File: config.mk
export PLATFORM = sky130hd
export DESIGN_NAME = dac_pulse_seq
export DESIGN_NICKNAME = d
export VERILOG_FILES = /design/src/rtl/dac_pulse_pkg.sv /design/src/rtl/spi_frame_tx.sv /design/src/rtl/dac_pulse_seq.sv
export SDC_FILE = /design/constraint.sdc
export NUM_CORES = 1
export LEC_CHECK = 0
export CAP_MARGIN = 10
export CORE_MARGIN = 2
export CORE_UTILIZATION = 40
export DETAILED_ROUTE_END_ITERATION = 6
export PLACE_DENSITY = 0.67
export RECOVER_POWER = 100
export SLEW_MARGIN = 5
export SYNTH_ARGS = -nofsm -noshare
export SYNTH_HDL_FRONTEND = slang
export SYNTH_SLANG_ARGS = --single-unit
File: constraint.sdc
create_clock -name clk -period 3.4 [get_ports clk]
set_clock_uncertainty 0.05 [all_clocks]
set_input_delay 0.68 -clock clk [delete_from_list [all_inputs] [get_ports clk]]
set_output_delay 0.68 -clock clk [all_outputs]
set_load 0.005 [all_outputs]
File: src/rtl/dac_pulse_pkg.sv
// Shared types and frame formatting for the multi-channel DAC pulse sequencer.
package dac_pulse_pkg;

    localparam logic [3:0]  CMD_WRITE   = 4'b0000;
    localparam int unsigned ADDR_W      = 4;
    localparam int unsigned MAX_DATA_W  = 32;
    localparam int unsigned MAX_FRAME_W = 8 + MAX_DATA_W;

    typedef enum logic [2:0] {
        ST_IDLE, ST_LOAD, ST_SHIFT, ST_GAP, ST_STROBE, ST_HOLD, ST_DONE
    } seq_state_e;

    typedef enum logic [2:0] {
        TX_IDLE, TX_LEAD, TX_SHIFT, TX_TRAIL, TX_GAP
    } tx_state_e;

    // Right-aligned {CMD_WRITE, addr, code}; caller truncates to 8+data_w bits.
    function automatic logic [MAX_FRAME_W-1:0] build_frame(
        input logic [ADDR_W-1:0]     addr,
        input logic [MAX_DATA_W-1:0] code,
        input int unsigned           data_w
    );
        logic [MAX_FRAME_W-1:0] hdr;
        hdr = MAX_FRAME_W'({CMD_WRITE, addr});
        return (hdr << data_w) | MAX_FRAME_W'(code);
    endfunction

endpackage

File: src/rtl/spi_frame_tx.sv
// Single-frame SPI transmitter: clock-enable sck divider, MSB-first shift,
// ss_n lead/trail of one half-period, then an inter-frame gap before ready.
module spi_frame_tx
    import dac_pulse_pkg::*;
#(
    parameter int unsigned FRAME_W = 24,
    parameter int unsigned CLK_DIV = 2
) (
    input  logic               clk,
    input  logic               rstn,
    input  logic               start_i,
    input  logic [FRAME_W-1:0] frame_i,
    output logic               ready_o,
    output logic               sck_o,
    output logic               mosi_o,
    output logic               ss_n_o
);

    localparam int unsigned CNT_W = $clog2(2 * CLK_DIV) + 1;
    localparam int unsigned BIT_W = $clog2(FRAME_W);
    localparam logic [CNT_W-1:0] HALF_END = CNT_W'(CLK_DIV - 1);
    localparam logic [CNT_W-1:0] GAP_END  = CNT_W'(2 * CLK_DIV - 1);

    tx_state_e          state_q, state_d;
    logic [CNT_W-1:0]   cnt_q, cnt_d;
    logic [BIT_W-1:0]   bit_q, bit_d;
    logic [FRAME_W-1:0] sh_q, sh_d;
    logic               sck_q, sck_d;
    logic               ss_n_q, ss_n_d;

    always_ff @(posedge clk or negedge rstn) begin
        if (!rstn) begin
            state_q <= TX_IDLE;
            cnt_q   <= '0;
            bit_q   <= '0;
            sh_q    <= '0;
            sck_q   <= 1'b0;
            ss_n_q  <= 1'b1;
        end else begin
            state_q <= state_d;
            cnt_q   <= cnt_d;
            bit_q   <= bit_d;
            sh_q    <= sh_d;
            sck_q   <= sck_d;
            ss_n_q  <= ss_n_d;
        end
    end

    always_comb begin
        state_d = state_q;
        cnt_d   = cnt_q;
        bit_d   = bit_q;
        sh_d    = sh_q;
        sck_d   = sck_q;
        ss_n_d  = ss_n_q;
        case (state_q)
            TX_IDLE: begin
                if (start_i) begin
                    sh_d    = frame_i;
                    ss_n_d  = 1'b0;
                    cnt_d   = '0;
                    state_d = TX_LEAD;
                end
            end
            TX_LEAD: begin
                if (cnt_q == HALF_END) begin
                    cnt_d   = '0;
                    sck_d   = 1'b1;
                    bit_d   = BIT_W'(FRAME_W - 1);
                    state_d = TX_SHIFT;
                end else begin
                    cnt_d = cnt_q + 1'b1;
                end
            end
            TX_SHIFT: begin
                if (cnt_q == HALF_END) begin
                    cnt_d = '0;
                    if (sck_q) begin
                        // mosi is the shift register MSB, so it only moves on falling sck
                        sck_d = 1'b0;
                        if (bit_q == '0) begin
                            state_d = TX_TRAIL;
                        end else begin
                            sh_d  = sh_q << 1;
                            bit_d = bit_q - 1'b1;
                        end
                    end else begin
                        sck_d = 1'b1;
                    end
                end else begin
                    cnt_d = cnt_q + 1'b1;
                end
            end
            TX_TRAIL: begin
                if (cnt_q == HALF_END) begin
                    cnt_d   = '0;
                    ss_n_d  = 1'b1;
                    sh_d    = '0;
                    state_d = TX_GAP;
                end else begin
                    cnt_d = cnt_q + 1'b1;
                end
            end
            TX_GAP: begin
                if (cnt_q == GAP_END) begin
                    cnt_d   = '0;
                    state_d = TX_IDLE;
                end else begin
                    cnt_d = cnt_q + 1'b1;
                end
            end
            default: state_d = TX_IDLE;
        endcase
    end

    assign ready_o = (state_q == TX_IDLE);
    assign sck_o   = sck_q;
    assign mosi_o  = sh_q[FRAME_W-1];
    assign ss_n_o  = ss_n_q;

endmodule

File: src/rtl/dac_pulse_seq.sv
// Multi-channel DAC pulse sequencer: set codes + LDAC, hold, restore + LDAC.
// Optional CH_MASK_EN adds ch_mask to skip channels in both phases.
module dac_pulse_seq
    import dac_pulse_pkg::*;
#(
    parameter int unsigned NUM_CH    = 4,
    parameter int unsigned DATA_W    = 16,
    parameter int unsigned CLK_DIV   = 2,
    parameter int unsigned TICK_DIV  = 1024,
    parameter int unsigned WIDTH_W   = 16,
    parameter logic [DATA_W-1:0] IDLE_CODE = '0
) (
    input  logic                     clk,
    input  logic                     rstn,
    input  logic                     trigger,
    input  logic [NUM_CH*DATA_W-1:0] current,
    input  logic [WIDTH_W-1:0]       width,
`ifdef CH_MASK_EN
    input  logic [NUM_CH-1:0]        ch_mask,
`endif
    output logic                     sck,
    output logic                     mosi,
    output logic                     ss_n,
    output logic                     ldac_n,
    output logic                     busy,
    output logic                     done,
    output logic                     overrun
);

    localparam int unsigned FRAME_W = 8 + DATA_W;
    localparam int unsigned CH_W    = (NUM_CH > 1) ? $clog2(NUM_CH) : 1;
    localparam int unsigned SC_W    = $clog2(2 * CLK_DIV) + 1;
    localparam int unsigned PRE_W   = $clog2(TICK_DIV);
    localparam logic [CH_W-1:0]  LAST_CH    = CH_W'(NUM_CH - 1);
    localparam logic [SC_W-1:0]  STROBE_END = SC_W'(2 * CLK_DIV - 1);
    localparam logic [PRE_W-1:0] TICK_END   = PRE_W'(TICK_DIV - 1);

    seq_state_e               state_q, state_d;
    logic                     phase_q, phase_d;
    logic [CH_W-1:0]          ch_q, ch_d;
    logic [SC_W-1:0]          cnt_q, cnt_d;
    logic [PRE_W-1:0]         pre_q, pre_d;
    logic [WIDTH_W-1:0]       tick_q, tick_d;
    logic [NUM_CH*DATA_W-1:0] cur_q, cur_d;
    logic [WIDTH_W-1:0]       width_q, width_d;
    logic [NUM_CH-1:0]        mask_q, mask_d, mask_in;
    logic                     trig_d1_q;
    logic                     busy_q, busy_d, done_q, done_d;
    logic                     ldac_n_q, ldac_n_d, ovr_q, ovr_d;

    logic                     trig_edge, ch_en, any_ch, last_ch;
    logic                     tx_start, tx_ready, tx_ss_n;
    logic [DATA_W-1:0]        code_sel;
    logic [FRAME_W-1:0]       frame;

`ifdef CH_MASK_EN
    assign mask_in = ch_mask;
`else
    assign mask_in = '1;
`endif

    assign trig_edge = trigger & ~trig_d1_q;
    assign ch_en     = mask_q[ch_q];
    assign any_ch    = |mask_q;
    assign last_ch   = (ch_q == LAST_CH);
    assign code_sel  = phase_q ? IDLE_CODE : cur_q[int'(ch_q)*DATA_W +: DATA_W];
    assign frame     = FRAME_W'(build_frame(ADDR_W'(ch_q), MAX_DATA_W'(code_sel), DATA_W));

    spi_frame_tx #(
        .FRAME_W (FRAME_W),
        .CLK_DIV (CLK_DIV)
    ) u_tx (
        .clk     (clk),
        .rstn    (rstn),
        .start_i (tx_start),
        .frame_i (frame),
        .ready_o (tx_ready),
        .sck_o   (sck),
        .mosi_o  (mosi),
        .ss_n_o  (tx_ss_n)
    );

    always_ff @(posedge clk or negedge rstn) begin
        if (!rstn) begin
            state_q   <= ST_IDLE;
            phase_q   <= 1'b0;
            ch_q      <= '0;
            cnt_q     <= '0;
            pre_q     <= '0;
            tick_q    <= '0;
            cur_q     <= '0;
            width_q   <= '0;
            mask_q    <= '0;
            trig_d1_q <= 1'b0;
            busy_q    <= 1'b0;
            done_q    <= 1'b0;
            ldac_n_q  <= 1'b1;
            ovr_q     <= 1'b0;
        end else begin
            state_q   <= state_d;
            phase_q   <= phase_d;
            ch_q      <= ch_d;
            cnt_q     <= cnt_d;
            pre_q     <= pre_d;
            tick_q    <= tick_d;
            cur_q     <= cur_d;
            width_q   <= width_d;
            mask_q    <= mask_d;
            trig_d1_q <= trigger;
            busy_q    <= busy_d;
            done_q    <= done_d;
            ldac_n_q  <= ldac_n_d;
            ovr_q     <= ovr_d;
        end
    end

    always_comb begin
        state_d  = state_q;
        phase_d  = phase_q;
        ch_d     = ch_q;
        cnt_d    = cnt_q;
        pre_d    = pre_q;
        tick_d   = tick_q;
        cur_d    = cur_q;
        width_d  = width_q;
        mask_d   = mask_q;
        ovr_d    = ovr_q;
        tx_start = 1'b0;
        if (trig_edge && state_q != ST_IDLE) ovr_d = 1'b1;
        case (state_q)
            ST_IDLE: begin
                if (trig_edge) begin
                    cur_d   = current;
                    width_d = width;
                    mask_d  = mask_in;
                    ovr_d   = 1'b0;
                    phase_d = 1'b0;
                    ch_d    = '0;
                    state_d = ST_LOAD;
                end
            end
            ST_LOAD: begin
                if (!any_ch) begin
                    state_d = ST_DONE;
                end else if (ch_en) begin
                    tx_start = 1'b1;
                    state_d  = ST_SHIFT;
                end else if (last_ch) begin
                    ch_d    = '0;
                    state_d = ST_STROBE;
                end else begin
                    ch_d = ch_q + 1'b1;
                end
            end
            ST_SHIFT: if (tx_ss_n) state_d = ST_GAP;
            ST_GAP: begin
                if (tx_ready) begin
                    if (last_ch) begin
                        ch_d    = '0;
                        state_d = ST_STROBE;
                    end else begin
                        ch_d    = ch_q + 1'b1;
                        state_d = ST_LOAD;
                    end
                end
            end
            ST_STROBE: begin
                if (cnt_q == STROBE_END) begin
                    cnt_d = '0;
                    if (phase_q) begin
                        state_d = ST_DONE;
                    end else if (width_q == '0) begin
                        phase_d = 1'b1;
                        state_d = ST_LOAD;
                    end else begin
                        pre_d   = '0;
                        tick_d  = '0;
                        state_d = ST_HOLD;
                    end
                end else begin
                    cnt_d = cnt_q + 1'b1;
                end
            end
            ST_HOLD: begin
                if (pre_q == TICK_END) begin
                    pre_d = '0;
                    if (tick_q == width_q - 1'b1) begin
                        phase_d = 1'b1;
                        state_d = ST_LOAD;
                    end else begin
                        tick_d = tick_q + 1'b1;
                    end
                end else begin
                    pre_d = pre_q + 1'b1;
                end
            end
            ST_DONE: state_d = ST_IDLE;
            default: state_d = ST_IDLE;
        endcase
        busy_d   = !(state_d inside {ST_IDLE, ST_DONE});
        done_d   = (state_d == ST_DONE);
        ldac_n_d = (state_d != ST_STROBE);
    end

    assign ss_n    = tx_ss_n;
    assign ldac_n  = ldac_n_q;
    assign busy    = busy_q;
    assign done    = done_q;
    assign overrun = ovr_q;

endmodule

# Yosys cells after proc, flatten, opt, wreduce, memory -nomap -nowiden
# Index checks and enable logic that the tools add are counted.
[op_classes]
eq_ne = 35
addsub = 7
n_reduce_logical = 29
magnitude_cmp = 1
muxes = 76
shifts = 1
bitwise = 3
[op_table]
columns = ["op", "n"]
rows = [
  ["$mux 24", 5],
  ["$mux 16", 6],
  ["$pmux 24 s3", 1],
  ["$mux 3", 23],
  ["$shiftx 64x7->16", 1],
  ["$mux 10", 4],
  ["$pmux 16 s2", 1],
  ["$ne 2x2->1 const B", 12],
  ["$mux 5", 4],
  ["$pmux 10 s2", 1],
  ["$eq 3x2->1 const B", 6],
  ["$or 18x16->18", 1],
  ["$pmux 3 s6", 1],
  ["$mux 1", 17],
  ["$add 16x1->16 const B", 1],
  ["$eq 16x16->1", 1],
  ["$logic_not 16->1", 1],
  ["$sub 16x1->16 const B", 1],
  ["$pmux 3 s5", 1],
  ["$reduce_and 5->1", 3],
  ["$reduce_bool 3->1", 5],
  ["$eq 3x3->1 const B", 4],
  ["$ne 2x1->1 const B", 6],
  ["$reduce_and 6->1", 2],
  ["29 further kinds", 44],
]
[totals]
ff_bits = 158
out_inout_bits = 7

# Depth between registers and ports, before layout
# Gate-level depths: netlist of run 1.
[logic_depth]
word_depth = 8
ltp_mapped = 11

# Modules after synthesis
# A second synthesis of run 1 with hierarchy kept.
[unflattened]
cells_unflattened = 712
hier_area_um2 = 8293.0
[modules_own_cells]
columns = ["mod", "instances", "area_each_um2", "cells_per_inst", "seq_area_each_um2"]
rows = [
  ["dac_pulse_seq", 1, 6253.5, 539, 3029.2],
  ["spi_frame_tx", 1, 2039.5, 173, 927.1],
]

# Worst setup path after synthesis of run 1
# No wires, ideal clock.
[synth_timing]
kind = "reg-to-reg"
startpoint = "reg width_q[0]"
endpoint = "reg tick_q[5]"
period_less_slack_ns = 2.817
t_arrival_ns = 2.687
n_path_buf = 1
stages_incl_launch_ff = 11
setup_slack_ns = 0.583
cell_sequence = "dfrtp_1 -> inv_1 -> ha_1 -> or3b_2 -> or4_1 -> o31ai_2 -> o211ai_2 -> nor2_4 -> buf_6 -> mux2_4 -> o211ai_2"
[synth_via]
elab_chain_cells = 4
elab_cells_between_ends = 6
cone_classes = "1 x add/sub; 3 x eq/ne; 2 x reduce/logical"
[synth_rtl]
columns = ["item", "line_no", "source"]
rows = [
  ["from (decl)", "dac_pulse_seq.sv:45", "logic [WIDTH_W-1:0] width_q, width_d;"],
  ["from (signal assigned)", "dac_pulse_seq.sv:107", "width_q <= width_d;"],
  ["$sub 16x1->16", "dac_pulse_seq.sv:187", "if (tick_q == width_q - 1'b1) begin"],
  ["$eq 16x16->1", "dac_pulse_seq.sv:187", ""],
  ["$ne 2x2->1 (no line)", "n/a", ""],
  ["$reduce_and 6->1 (no line) (*)", "n/a", ""],
  ["to (signal assigned)", "dac_pulse_seq.sv:105", "tick_q <= tick_d;"],
  ["to (decl)", "dac_pulse_seq.sv:43", "logic [WIDTH_W-1:0] tick_q, tick_d;"],
]
# Every way passes the cells marked *; elsewhere a longest branch is shown, timed or not.
# A chain may end at the register's enable or synchronous reset.

# Worst setup path after layout of run 1
# Same ends and word-level chain as after synthesis.

==> reports/results.txt, run 1 <==
The post-route netlist has 19.7% of its cells at a drive strength greater than 1. Following the worst setup path forward leads to its endpoint at tick_q[5]. The startpoint type of the worst setup path was a flop. In the routed layout, each cell is associated on average with a via count of 5.32.

The total congestion overflow was 0; the internal cell power was 3.04 mW. The congestion estimate from routability-driven global placement came to 0.820. In this run the critical register-to-register path is captured at tick_q[5].

The tools report the data required time at the worst endpoint as 3.70 ns. Yosys attributes the largest share of cell area to sky130_fd_sc_hd__dfrtp_1, sky130_fd_sc_hd__mux2_2, sky130_fd_sc_hd__mux4_2. In the synthesized netlist the dominant register cell turns out to be sky130_fd_sc_hd__dfrtp_1.

Entering global routing, the biggest net connects 71 pins. The first global-routing pass estimated 27800 µm of wire. The biggest area contributor in the post-synthesis netlist is sky130_fd_sc_hd__dfrtp_1.

After detailed placement, the design holds a cell count of 1023. The cell area after synthesis is 7840 µm². TritonCTS built the clock tree. The first-pass iteration count of the detailed router is 4. Walking the worst path, the cells encountered are inv_1, ha_1, or3b_2, or4_1, o31ai_2, o211ai_1, nor2_4, mux2_1, o211ai_2. The logs give 695 for the number of cells produced by synthesis and 0 for the final routed DRC violation total. Net switching is 22.8% of the power. Setup total negative slack on the finished layout was measured at 0 ns.

The synthesized design contains 158 register bits. The filler-free cell count of the finished design was 1056; the number of enable-type register cells in the synthesized netlist was 0. Static timing analysis puts the maximum clock frequency at 0.316 GHz. Hold repair after CTS inserted 0 buffers. The minimum period implied by the final worst setup slack is 3.16 ns, and the number of max-capacitance violations reported is 2. In the layout the commonest cells are sky130_fd_sc_hd__dfrtp_1, sky130_fd_sc_hd__mux2_2, sky130_fd_sc_hd__clkdlybuf4s50_1.

The area share of fa/ha/maj cells after synthesis was 1.75%. The final reports fail on capacitance limit, slew limit. The placed wire-length estimate was 11400 µm. After the last flow step, the layout net total stands at 871. IR analysis of the VDD net gives a maximum drop of 0.289 mV.

The finished cells cover 9540 µm². The total of fill cells in the finished design came out at 1742. Setup repair after global routing left no endpoint under its margin. For the count of cell types in the netlist, the log shows 68. The floorplan step set the die width to 144 µm. The synthesized net count was 789.

The run gives -18.5% as the worst relative slew slack. After detailed routing, the average wire length per cell comes to 15.8 µm. Post-CTS timing repair inserted 0 buffers for setup.

The analysis attributes to cell leakage a power of 4.31 nW. In the synthesized netlist, mux cells make up 16.7% of the area. Via count of the first global-routing pass: 5590.

The critical path capture point type is a flop. The tools report the overall track demand over capacity in global routing as 17.0%. The post-synthesis async set-or-reset flop share works out to 100%. The cell sitting at the root of the clock tree is a sky130_fd_sc_hd__clkbuf_16.

Post-CTS repair changed the size of 0 cells. The sink count of the clock tree came out at 158. In this run the power spent charging and discharging nets is 0.896 mW.

The share of the Yosys chip area taken by registers is 50.4%. The largest driver fanout on the critical path is 17, and the largest stage delay on the critical path is 0.55 ns. Worst hold-check path type: reg2reg.

In this run the register-to-register setup slack is 0.24 ns. After clock tree synthesis, the clock-pin slew on the worst setup and hold paths is 0.07 ns. The count of input and output buffers came out at 89. The depth of the worst register-to-register path came out at 9. For the number of warning messages in the yosys log, the log shows 0. During I/O placement, the number of pins put on the boundary was 90. The share of total power dissipated in the clock network is 48.9%.

The most frequent standard cell in the layout excluding fill and tap cells was sky130_fd_sc_hd__dfrtp_1. For the pin with the worst max-slew slack, the measured transition is 1.78 ns. No sink is reached through more buffers than the 2 on the longest clock path. The flow ran to the end, but the final reports show violations.

The post-route total power is 3.94 mW, and the post-layout worst setup margin is 0.237 ns. Per report_power, the combinational group accounts for 3.4% of the total. For the die footprint, the log shows 20700 µm².

Period utilization: 93.0%. The startpoint identified for the worst register-to-register timing path is width_q[0]. After Yosys synthesis, and, or, nand and nor cells account for 13.9% of the synthesized area. The number of clock buffers added by TritonCTS is 17. Data arrives at the worst endpoint at 3.46 ns.

The via total after detailed routing was 5623; the placeable core region was 19300 µm². Of the total power, registers draw 47.8%. Summing the areas of all compound-gate instances in the mapped netlist gives 11.2% of the synthesized area. The portion of synthesized cell area occupied by the leading cell type is 49.8%, and the worst slack at placement is 0.282 ns. The chip height came out at 144 µm. The cell area reported after detailed placement is 9010 µm². For this design the ratio of total power to cell area is 413 nW/µm².

The run gives 0 as the number of endpoints failing setup at the final stage. The synthesized netlist devotes 3.01% of its cell area to XOR and XNOR gates. The logs give 51 for the number of standard-cell rows in the floorplan and 1 for the number of antenna violations at the first check in global routing. For the total length of routed wires, the log shows 16700 µm. The post-synthesis area per instance is 11.3 µm². Once detail routing completed, the nets flagged for antenna violations numbered 0.

Count of pins over their slew limit: 137. The logs give 0.43 ns for the clock latency on the worst-skew pair and 40.6% for the initial cell density of the core. From synthesis to final layout, the design area changed by 21.6%. Number of H-tree branching levels: 4. The critical setup path kind was reg2reg. The tools report the first element of the critical path as width_q[0]. The run gives 344 as the starting DRC count in detailed routing.

By area, the combinational part of the netlist is dominated by multiplexers. The number of hold violations in the final report was 0. On the critical path, the stage with the largest delay is an instance of sky130_fd_sc_hd__or3b_2.
## synth_stat cells (all sizes together) (3+ instances only)
cell    number
nand4        7
o21ai       44
nor3b        3
nand3b       4
a21oi       43
mux2        83
dfrtp      156
a21o         3
nand2b      10
o31ai        5
nor3        13
nor4         5
nor2b        5
and3        10
buf          7
ha          11
or4          6
inv         18
a31oi        4
nand4b       5
xor2        13
o211ai       3
nor2        56
clkbuf      30
nand2       35
nand3       18
mux4        16
and2         4
a22oi       18
or3         13
or2          4
xnor2       14
a31o         3
## metal layers
layer	up-vias	share of wire, %	GRT usage (%)
met5	-	0	0
met4	0	1.4	5.37
met3	24	6.3	5.66
met2	138	45	26.2
met1	2774	47	22.7
li1	2687	-	-
## cell families (layout without fill, tap and decap cells)
logic type | count (synthesis) | in the layout
and+or+nand+nor | 203 | 203
DFF | 158 | 158
xor gates and xnor gates | 27 | 27
adders and majority gates | 11 | 11
AOI/OAI and AO/OA | 141 | 141
other | 0 | 1
muxes | 100 | 100
buffers and inverters | 55 | 150
## stage by stage
| stage | utilization (%) | hold slack, ns |
|---|---|---|
| 6_report | 49.3 | 0.440 |
| 5_1_grt | 49.3 | 0.459 |
| 4_1_cts | 49.7 | 0.238 |
| 3_5_place_dp | 46.6 | 0.418 |
| 3_3_place_gp | 46.6 | 0.413 |
| 2_1_floorplan | - | 0.334 |
## cell type report
type                            instances  area, µm²  area share, %
Sequential cell                       158       3960           41.5
Multi-Input combinational cell        482       3640           38.1
Timing Repair Buffer                  100        946           9.92
Clock buffer                           19        453           4.75
Tap cell                              265        332           3.48
Clock inverter                         13        141           1.48
Inverter                               18       67.6          0.709
Antenna cell                            1       2.50         0.0262
## flip-flops by register name, summed over array words and instances, names as in the netlist, 3 cells and up, named ones only
name / cells
cur_q: 64
u_tx.sh_q: 24
tick_q: 16
width_q: 16
pre_q: 10
u_tx.bit_q: 5
cnt_q: 3
state_q: 3
u_tx.cnt_q: 3
u_tx.state_q: 3
## worst min-delay path by stage
stage | from | slack, ns | endpoint | depth (start not counted)
after global routing | mask_q[0] | 0.46 | mask_q[0] | 2
after global placement | mask_q[0] | 0.41 | mask_q[0] | 2
after detailed placement | mask_q[0] | 0.42 | mask_q[0] | 2
after floorplan | rstn | 0.33 | asynchronous set/reset pin | 0
final | mask_q[0] | 0.44 | mask_q[0] | 2
after CTS | rstn | 0.24 | width_q[12] | 1
## worst max-delay path: cells and delay by family (launching register included)
family	cells	cell delay [ns]
AO/OA/AOI/OAI	3	0.54
adder cells (fa/ha/maj)	1	0.25
buffers and inverters	1	0.09
flip-flops	1	0.44
multiplexers	1	0.38
AND/OR/NAND/NOR	3	1.33
## power by group through the flow
| stage | clock, mW | sequential (mW) | combinational, mW |
|---|---|---|---|
| 6_report | 1.92 | 1.88 | 0.133 |
| 5_1_grt | 2.05 | 1.88 | 0.147 |
| 4_1_cts | 1.97 | 1.88 | 0.142 |
| 3_5_place_dp | 0 | 1.92 | 0.141 |
| 3_3_place_gp | 0 | 1.92 | 0.141 |
| 2_1_floorplan | 0 | 1.92 | 0.00218 |
No activity file was read; power rests on OpenSTA's default activity.
==> run 2: changes to the inputs <==
--- a/config.mk
+++ b/config.mk
@@ -5,11 +5,13 @@
 export SDC_FILE = /design/constraint.sdc
 export NUM_CORES = 1
 export LEC_CHECK = 0
+export ABC_AREA = 1
+export ABC_CLOCK_PERIOD_IN_PS = 3400
 export CAP_MARGIN = 10
 export CORE_MARGIN = 2
-export CORE_UTILIZATION = 40
+export CORE_UTILIZATION = 55
 export DETAILED_ROUTE_END_ITERATION = 6
-export PLACE_DENSITY = 0.67
+export PLACE_DENSITY = 0.85
 export RECOVER_POWER = 100
 export SLEW_MARGIN = 5
 export SYNTH_ARGS = -nofsm -noshare
==> reports/results.txt, run 2 <==
The most common cell in the synthesized netlist is sky130_fd_sc_hd__nand2_1. Among all flip-flop cells after synthesis, the most frequent one is sky130_fd_sc_hd__dfrtp_1. Critical setup path kind: in2reg.

The placeable core region is 14600 µm² (-24%), and the number of gates resized after CTS is 0 (unchanged). The number of standard-cell rows in the floorplan is 44 (-14%). CTS clock-pin slew for the worst setup and hold paths: 0.06 ns (about the same).

Minimum period implied by the final worst setup slack: 2.85 ns (-0.311 ns). Library cell used as clock root buffer: sky130_fd_sc_hd__clkbuf_16. Worst slack at placement: 0.824 ns (+0.542 ns). The via total after detailed routing is 7456 (+33%), and the number of cells produced by synthesis is 1104 (+59%). The die width was 127 µm (-12%).

TritonCTS built the clock tree. Worst hold-check path type: reg2reg. Number of inserted diodes: 0 (-1). In the layout the commonest cells are sky130_fd_sc_hd__nand2_1, sky130_fd_sc_hd__dfrtp_1, sky130_fd_sc_hd__nor2_1. The tools report the overall track demand over capacity in global routing as 25.6% (+8.6 points). The run gives 0 ns (unchanged) as the final sum of negative setup slack. The tools report the number of warning messages in the yosys log as 0 (unchanged). The terminus of the critical flop-to-flop path was tick_q[5]. Setup repair after global routing left no endpoint under its margin.

The die footprint is 16100 µm² (-23%), and the sink count of the clock tree is 158 (unchanged). Sorting the synthesized cells by area gives the leading types as sky130_fd_sc_hd__dfrtp_1, sky130_fd_sc_hd__nand2_1, sky130_fd_sc_hd__o21ai_0. The final design area excluding fillers was 9810 µm² (+2.9%); the number of max-capacitance violations reported was 1 (-1).

The synthesized net count is 1198 (+52%). The largest stage delay on the critical path was 0.96 ns (+0.41 ns); the area overhead of the layout relative to synthesis was 18.3%. The commonest cells after synthesis are sky130_fd_sc_hd__nand2_1, sky130_fd_sc_hd__dfrtp_1, sky130_fd_sc_hd__nor2_1, sky130_fd_sc_hd__inv_1, sky130_fd_sc_hd__o21ai_0. Largest driver fanout on the critical path: 71 (+54). For the sequential element share of the synthesized area, the log shows 47.7% (-2.7 points). The total congestion overflow came out at 0 (unchanged). The setup slack of the worst register-to-register path was 0.62 ns (+0.38 ns). Critical path capture point type: a flop.

The final reports fail on capacitance limit, slew limit. The initial cell density of the core is 56.6% (+16 points). The terminating pin of the worst hold path was u_tx.ss_n_o. The library cell used most frequently in the layout, excluding fill and tap cells, is sky130_fd_sc_hd__nand2_1. The tools report the number of hold violations in the final report as 0 (unchanged).

Post-layout worst setup margin: 0.549 ns (+0.311 ns). The tools report the number of nets in the layout as 1272 (+46%). The first-pass iteration count of the detailed router is 5 (+1).

The global-route wire length before repair came out at 33500 µm (+20%). First element of the critical path: trigger. The number of endpoints failing setup at the final stage was 0 (unchanged). The routed via count divided by cell count works out to 5.42 (+1.8%). The count of pins over their slew limit was 66 (-52%). The cell area reported after detailed placement is 9320 µm² (+3.4%), and the data required time at the worst endpoint is 3.67 ns (-0.03 ns). The fraction of final layout cells sized beyond drive strength 1 is 5.46% (-14 points), and the portion of synthesized cell area occupied by the leading cell type is 47.1% (-2.7 points). The hold-critical path depth is 2 (unchanged). The depth of the worst register-to-register path was 13 (+4). The last weighted congestion value of the routability-driven placer was 0.904 (+10%).

For the cell area after synthesis, the log shows 8290 µm² (+5.7%). The run finished, with violations left. The critical path goes through dlygate4sd3_1, inv_1, nor2_1, nand2_1, clkinv_1, clkbuf_2, nand2_1, o21ai_0. The tools report the worst path arrival time as 3.12 ns (-0.34 ns).

The via count of the first global-routing pass was 7084 (+27%); the clock buffer count from CTS was 17 (unchanged). The chip height was 127 µm (-12%); the starting DRC count in detailed routing was 619 (+80%). For the number of post-CTS setup repair buffers, the log shows 0 (unchanged).

The placed wire-length estimate was 13200 µm (+16%); the power density relative to cell area was 857 nW/µm² (+110%). The cell type contributing the most total cell area after synthesis is sky130_fd_sc_hd__dfrtp_1. Clock latency on the worst-skew pair: 0.43 ns (about the same). The tools report the total length of routed wires as 19500 µm (+17%). The startpoint type of the worst setup path was an input pin. Total of fill cells in the finished design: 1225 (-30%). The number of flip-flops in the largest register is 64 (unchanged).

The number of primary I/O pins is 90 (unchanged). The number of enable-type register cells in the synthesized netlist was 0 (unchanged). The critical path's slowest cell was sky130_fd_sc_hd__clkbuf_2. The maximum clock frequency is 0.351 GHz (+11%), and the number of hold buffers added after cts is 0 (unchanged).

The number of antenna violations at the first check in global routing was 0 (-1). Ranked by flip-flop count, first place goes to cur_q. The largest registers in the layout are cur_q x64, u_tx.sh_q x24. The worst-margin pin slew came out at 1.66 ns (-0.122 ns).

The run gives 47 (-31%) as the count of cell types in the netlist. The static leakage power came out at 4.84 nW (+12%). Worst-case clock buffer depth: 2 (unchanged). Count of input and output buffers: 89 (unchanged).

The number of H-tree branching levels came out at 4 (unchanged). The worst relative slew slack was -10.4% (+8.1 points). Most used cell along the critical path: sky130_fd_sc_hd__nand2_1.

The average wire per standard cell was 14.2 µm (-10%); the post-synthesis area per instance was 7.51 µm² (-33%). For the final routed DRC violation total, the log shows 0 (unchanged). The period utilization works out to 83.9% (-9.2 points).

The post-synthesis async set-or-reset flop share came out at 100% (unchanged). The number of nets still failing antenna checks after routing was 0 (unchanged). The run gives 72 (+1.4%) as the maximum number of pins on one net before global-route repair. The flop and latch count out of synthesis was 158 (unchanged). The worst register-to-register path begins at width_q[0]. The largest voltage drop on the vdd net was 0.491 mV (+70%). The tools report the launch instance of the worst min-delay path as u_tx.ss_n_o.
[run 2: changes by cell type after synthesis, sizes merged, moves of 12 or more]
cell   delta
o21ai    +39
nand3    +39
inv      +90
or3      -13
nand4    +15
a31oi    +12
nor2     +59
mux4     -16
mux2     -82
a22oi    -16
nand2   +361
[run 2: per-layer routing]
metal,GRT usage (%),wire [µm]
met2,39.9,9180
met5,0,0
met1,36.5,8670
met4,8.66,386
met3,4.72,1270
[run 2: worst max-delay path by stage]
stage | endpoint | cells past startpoint
6_report | cur_q[27] | 8
4_1_cts | tick_q[5] | 13
3_5_place_dp | tick_q[5] | 13
3_3_place_gp | tick_q[11] | 13
2_1_floorplan | tick_q[11] | 14
5_1_grt | u_tx.bit_q[0] | 2
[run 2: report_power, final]
part	total (mW)	switching (mW)	internal, mW
logic	3.46	2.27	1.19
registers	3.10	0.471	2.63
clock network	1.85	0.779	1.07
total	8.41	3.52	4.90
[run 2: layout make-up]
| cell class | count | area, µm² | area share (%) |
|---|---|---|---|
| flip-flops and latches | 158 | 3960 | 40.3 |
| multi-input cells | 792 | 3690 | 37.6 |
| repair buffers | 100 | 948 | 9.66 |
| clock buffers | 22 | 474 | 4.83 |
| inverters | 109 | 409 | 4.17 |
| well taps | 184 | 230 | 2.35 |
| clock inverters | 10 | 104 | 1.06 |
[run 2: cells by family (layout without fill, tap and decap cells)]
group | Yosys count | after routing | synth area share [%]
AOI/OAI and AO/OA | 148 | 148 | 9.94
xor gates and xnor gates | 19 | 19 | 2.01
adders and majority gates | 11 | 11 | 1.66
buffers and inverters | 154 | 241 | 7.50
DFF | 158 | 158 | 47.7
muxes | 1 | 1 | 0.136
and+or+nand+nor | 613 | 613 | 31.1
[run 2: per-stage QoR]
step                      std cells  hold WS, ns  util (%)  total power [mW]
after floorplan                1104        0.334         -              5.67
after global placement         1343        0.406      63.6              6.44
after detailed placement       1343        0.411      63.6              6.57
after CTS                      1375        0.218      67.6              8.48
after global routing           1375        0.438      67.0              9.12
final                          1375        0.425      67.0              8.41
[run 2: worst max-delay path, delay by kind of cell]
| kind | cells | cell delay, ns |
|---|---|---|
| compound gates | 1 | 0.13 |
| simple gates | 3 | 0.59 |
| buf+inv | 4 | 1.66 |
==> run 3: changes to the inputs <==
--- a/config.mk
+++ b/config.mk
@@ -6,7 +6,7 @@
 export NUM_CORES = 1
 export LEC_CHECK = 0
 export ABC_AREA = 1
-export ABC_CLOCK_PERIOD_IN_PS = 3400
+export ABC_CLOCK_PERIOD_IN_PS = 2900
 export CAP_MARGIN = 10
 export CORE_MARGIN = 2
 export CORE_UTILIZATION = 55
==> constraint.sdc (replaced) <==
create_clock -name clk -period 2.9 [get_ports clk]
set_clock_uncertainty 0.05 [all_clocks]
set_input_delay 0.58 -clock clk [delete_from_list [all_inputs] [get_ports clk]]
set_output_delay 0.58 -clock clk [all_outputs]
set_load 0.005 [all_outputs]
==> reports/results.txt, run 3 (synthesis gave the netlist of run 2 again) <==
The flow ran to the end, but the final reports show violations. The final reports fail on capacitance limit, slew limit. The number of nets in the layout came out at 1277 (+0.39%).

The run gives 0 (unchanged) as the number of gates resized after CTS. The largest voltage drop on the vdd net was 0.624 mV (+27%). For the worst path arrival time, the log shows 2.76 ns (-0.36 ns). The run gives 0 (unchanged) as the number of antenna violations at the first check in global routing. The hold-critical path depth came out at 2 (unchanged). The number of hold violations in the final report was 0 (unchanged). The tools report the internal cell power as 5.87 mW (+20%). STA classifies the critical path endpoint as a flop. STA classifies the critical path startpoint as a flop.

The average wire per standard cell works out to 14.4 µm (+1.7%). The routed via count divided by cell count is 5.44 (+0.24%). TritonCTS built the clock tree.

The die width was 127 µm (unchanged); the maximum clock frequency was 0.399 GHz. Critical setup path kind: reg2reg. The number of standard-cell rows in the floorplan was 44 (unchanged); the total length of routed wires was 19900 µm (+1.9%). The terminating pin of the worst hold path is cur_q[37]. The tools report the number of H-tree branching levels as 4 (unchanged). In the final layout, the registers with the most flip-flops are cur_q x64, u_tx.sh_q x24. The placed wire-length estimate came out at 13800 µm (+3.8%). The fraction of final layout cells sized beyond drive strength 1 works out to 5.86% (+0.41 points). The number of max-capacitance violations reported is 1 (unchanged).

Register ranked first by flip-flop count: cur_q. First-pass iteration count of the detailed router: 5 (unchanged). The tools report the worst flop-to-flop path startpoint as state_q[1]. The terminus of the critical flop-to-flop path was tick_q[12]. The depth of the worst register-to-register path is 11 (-2), and the setup slack of the worst register-to-register path is 0.40 ns (-0.22 ns). The run gives 158 (unchanged) as the sink count of the clock tree.

The logs give 7490 (+0.46%) for the via total after detailed routing and 14600 µm² (unchanged) for the placeable core region. The last weighted congestion value of the routability-driven placer is 0.870 (-3.7%), and the register share of total power is 36.6% (-0.3 points). The run gives 17 (unchanged) as the clock buffer count from CTS. Static leakage power: 4.88 nW (+0.85%).

The CTS clock-pin slew for the worst setup and hold paths is 0.06 ns (about the same). The power density relative to cell area was 1010 nW/µm² (+18%); the area overhead of the layout relative to synthesis was 19.0%. The total congestion overflow is 0 (unchanged), and the number of primary I/O pins is 90 (unchanged).

The final sum of negative setup slack is 0 ns (unchanged). Worst hold-check path type: reg2reg. The tools report the area of combinational cells with multiple inputs as 3700 µm² (+0.20%).

The net switching fraction of the power works out to 41.3% (-0.54 points). The chip height came out at 127 µm (unchanged). The number of nets still failing antenna checks after routing was 0 (unchanged). The die footprint was 16100 µm² (unchanged); the count of input and output buffers was 89 (unchanged). The most frequent standard cell in the layout excluding fill and tap cells is sky130_fd_sc_hd__nand2_1. The logs give 0 (unchanged) for the number of inserted diodes and 3.16 ns (-0.51 ns) for the data required time at the worst endpoint. The largest driver fanout on the critical path is 17 (-76%), and the via count of the first global-routing pass is 7164 (+1.1%). The global-route wire length before repair is 33900 µm (+1.2%). The starting DRC count in detailed routing was 670 (+8.2%).

The top cell types in the final layout, fill and taps aside, are sky130_fd_sc_hd__nand2_1, sky130_fd_sc_hd__dfrtp_1, sky130_fd_sc_hd__nor2_1. The number of endpoints failing setup at the final stage was 0 (unchanged); the minimum period implied by the final worst setup slack was 2.50 ns. The final routed DRC violation total is 0 (unchanged), and the worst relative slew slack is -2.40% (+8.0 points).

The switching component of the power was 4.12 mW (+17%); the initial cell density of the core was 56.6% (unchanged). The logs give 0 (unchanged) for the number of post-CTS setup repair buffers and 3960 µm² (unchanged) for the area taken by flip-flops and latches. The tools report the launch instance of the worst min-delay path as cur_q[37]. The period utilization was 86.3%. The count of pins over their slew limit is 63 (-4.5%).

The number of flip-flops in the largest register was 64 (unchanged); the overall track demand over capacity in global routing was 26.0% (+0.35 points). The worst-margin pin slew is 1.54 ns (-0.120 ns). The share of the core filled with cells in the final layout is 67.4% (+0.39 points).

For the maximum number of pins on one net before global-route repair, the log shows 71 (-1.4%). Setup repair after global routing left no endpoint under its margin. The tools report the fraction of power consumed by the clock network as 22.2% (+0.2 points).

For the total of fill cells in the finished design, the log shows 1185 (-3.3%). Clock latency on the worst-skew pair: 0.42 ns (about the same). The logic gate share of total power is 41.2% (about the same). The number of hold buffers added after cts was 0 (unchanged); the worst-case clock buffer depth was 2 (unchanged). The cell sitting at the root of the clock tree is a sky130_fd_sc_hd__clkbuf_16.
-- run 3: worst max-delay path, stage by stage (launching register included) --
cell and delay, ns:
sky130_fd_sc_hd__dfrtp_1 0.43, sky130_fd_sc_hd__inv_1 0.11, sky130_fd_sc_hd__nand2_1 0.09, sky130_fd_sc_hd__nor2_1 0.34, sky130_fd_sc_hd__clkinv_1 0.23, sky130_fd_sc_hd__nor2_1 0.22, sky130_fd_sc_hd__o21ai_2 0.09, sky130_fd_sc_hd__nor2_2 0.21
sky130_fd_sc_hd__buf_4 0.30, sky130_fd_sc_hd__nand2_8 0.13, sky130_fd_sc_hd__nand3_1 0.12, sky130_fd_sc_hd__nand2_1 0.07
-- run 3: how the worst max path moves through the flow --
stage	startpoint	to	slack, ns	cells after the start
2_1_floorplan	width_q[0]	tick_q[11]	0.99	14
3_5_place_dp	trigger	cur_q[21]	0.47	8
4_1_cts	pre_q[0]	tick_q[12]	0.57	11
6_report	state_q[1]	tick_q[12]	0.40	11
3_3_place_gp	trigger	cur_q[25]	0.58	7
5_1_grt	state_q[1]	tick_q[12]	0.21	11
-- run 3: routing by layer --
layer  share of wire (%)  GRT usage, %  vias up
met4                 1.6          7.43        0
met1                  45          36.0     3521
li1                    -             -     3681
met3                 6.2          6.41       30
met2                  47          41.0      258
met5                   0             0        -
-- run 3: final cells by class --
type / count / share of cell area [%]
Multi-Input combinational cell: 792 / 37.5
Sequential cell: 158 / 40.1
Tap cell: 184 / 2.33
Inverter: 109 / 4.14
Clock inverter: 11 / 1.46
Timing Repair Buffer: 105 / 10.1
Clock buffer: 19 / 4.39
-- run 3: stage by stage --
stage | instance area [µm²] | hold WS, ns | power [mW] | std cells | setup WS, ns
4_1_cts | 9920 | 0.0926 | 10.1 | 1378 | 0.575
6_report | 9870 | 0.424 | 9.99 | 1378 | 0.396
5_1_grt | 9870 | 0.444 | 10.8 | 1378 | 0.213
2_1_floorplan | 8290 | 0.234 | 6.65 | 1104 | 0.989
3_5_place_dp | 9350 | 0.411 | 7.79 | 1348 | 0.467
3_3_place_gp | 9350 | 0.406 | 7.61 | 1348 | 0.580
-- run 3: power groups by stage --
stage | Combinational [mW] | Clock [mW] | Sequential (mW)
global placement | 3.97 | 0 | 3.63
CTS | 4.17 | 2.24 | 3.65
global route | 4.69 | 2.34 | 3.77
detailed placement | 4.13 | 0 | 3.66
finish | 4.12 | 2.22 | 3.66
floorplan | 3.14 | 0 | 3.51
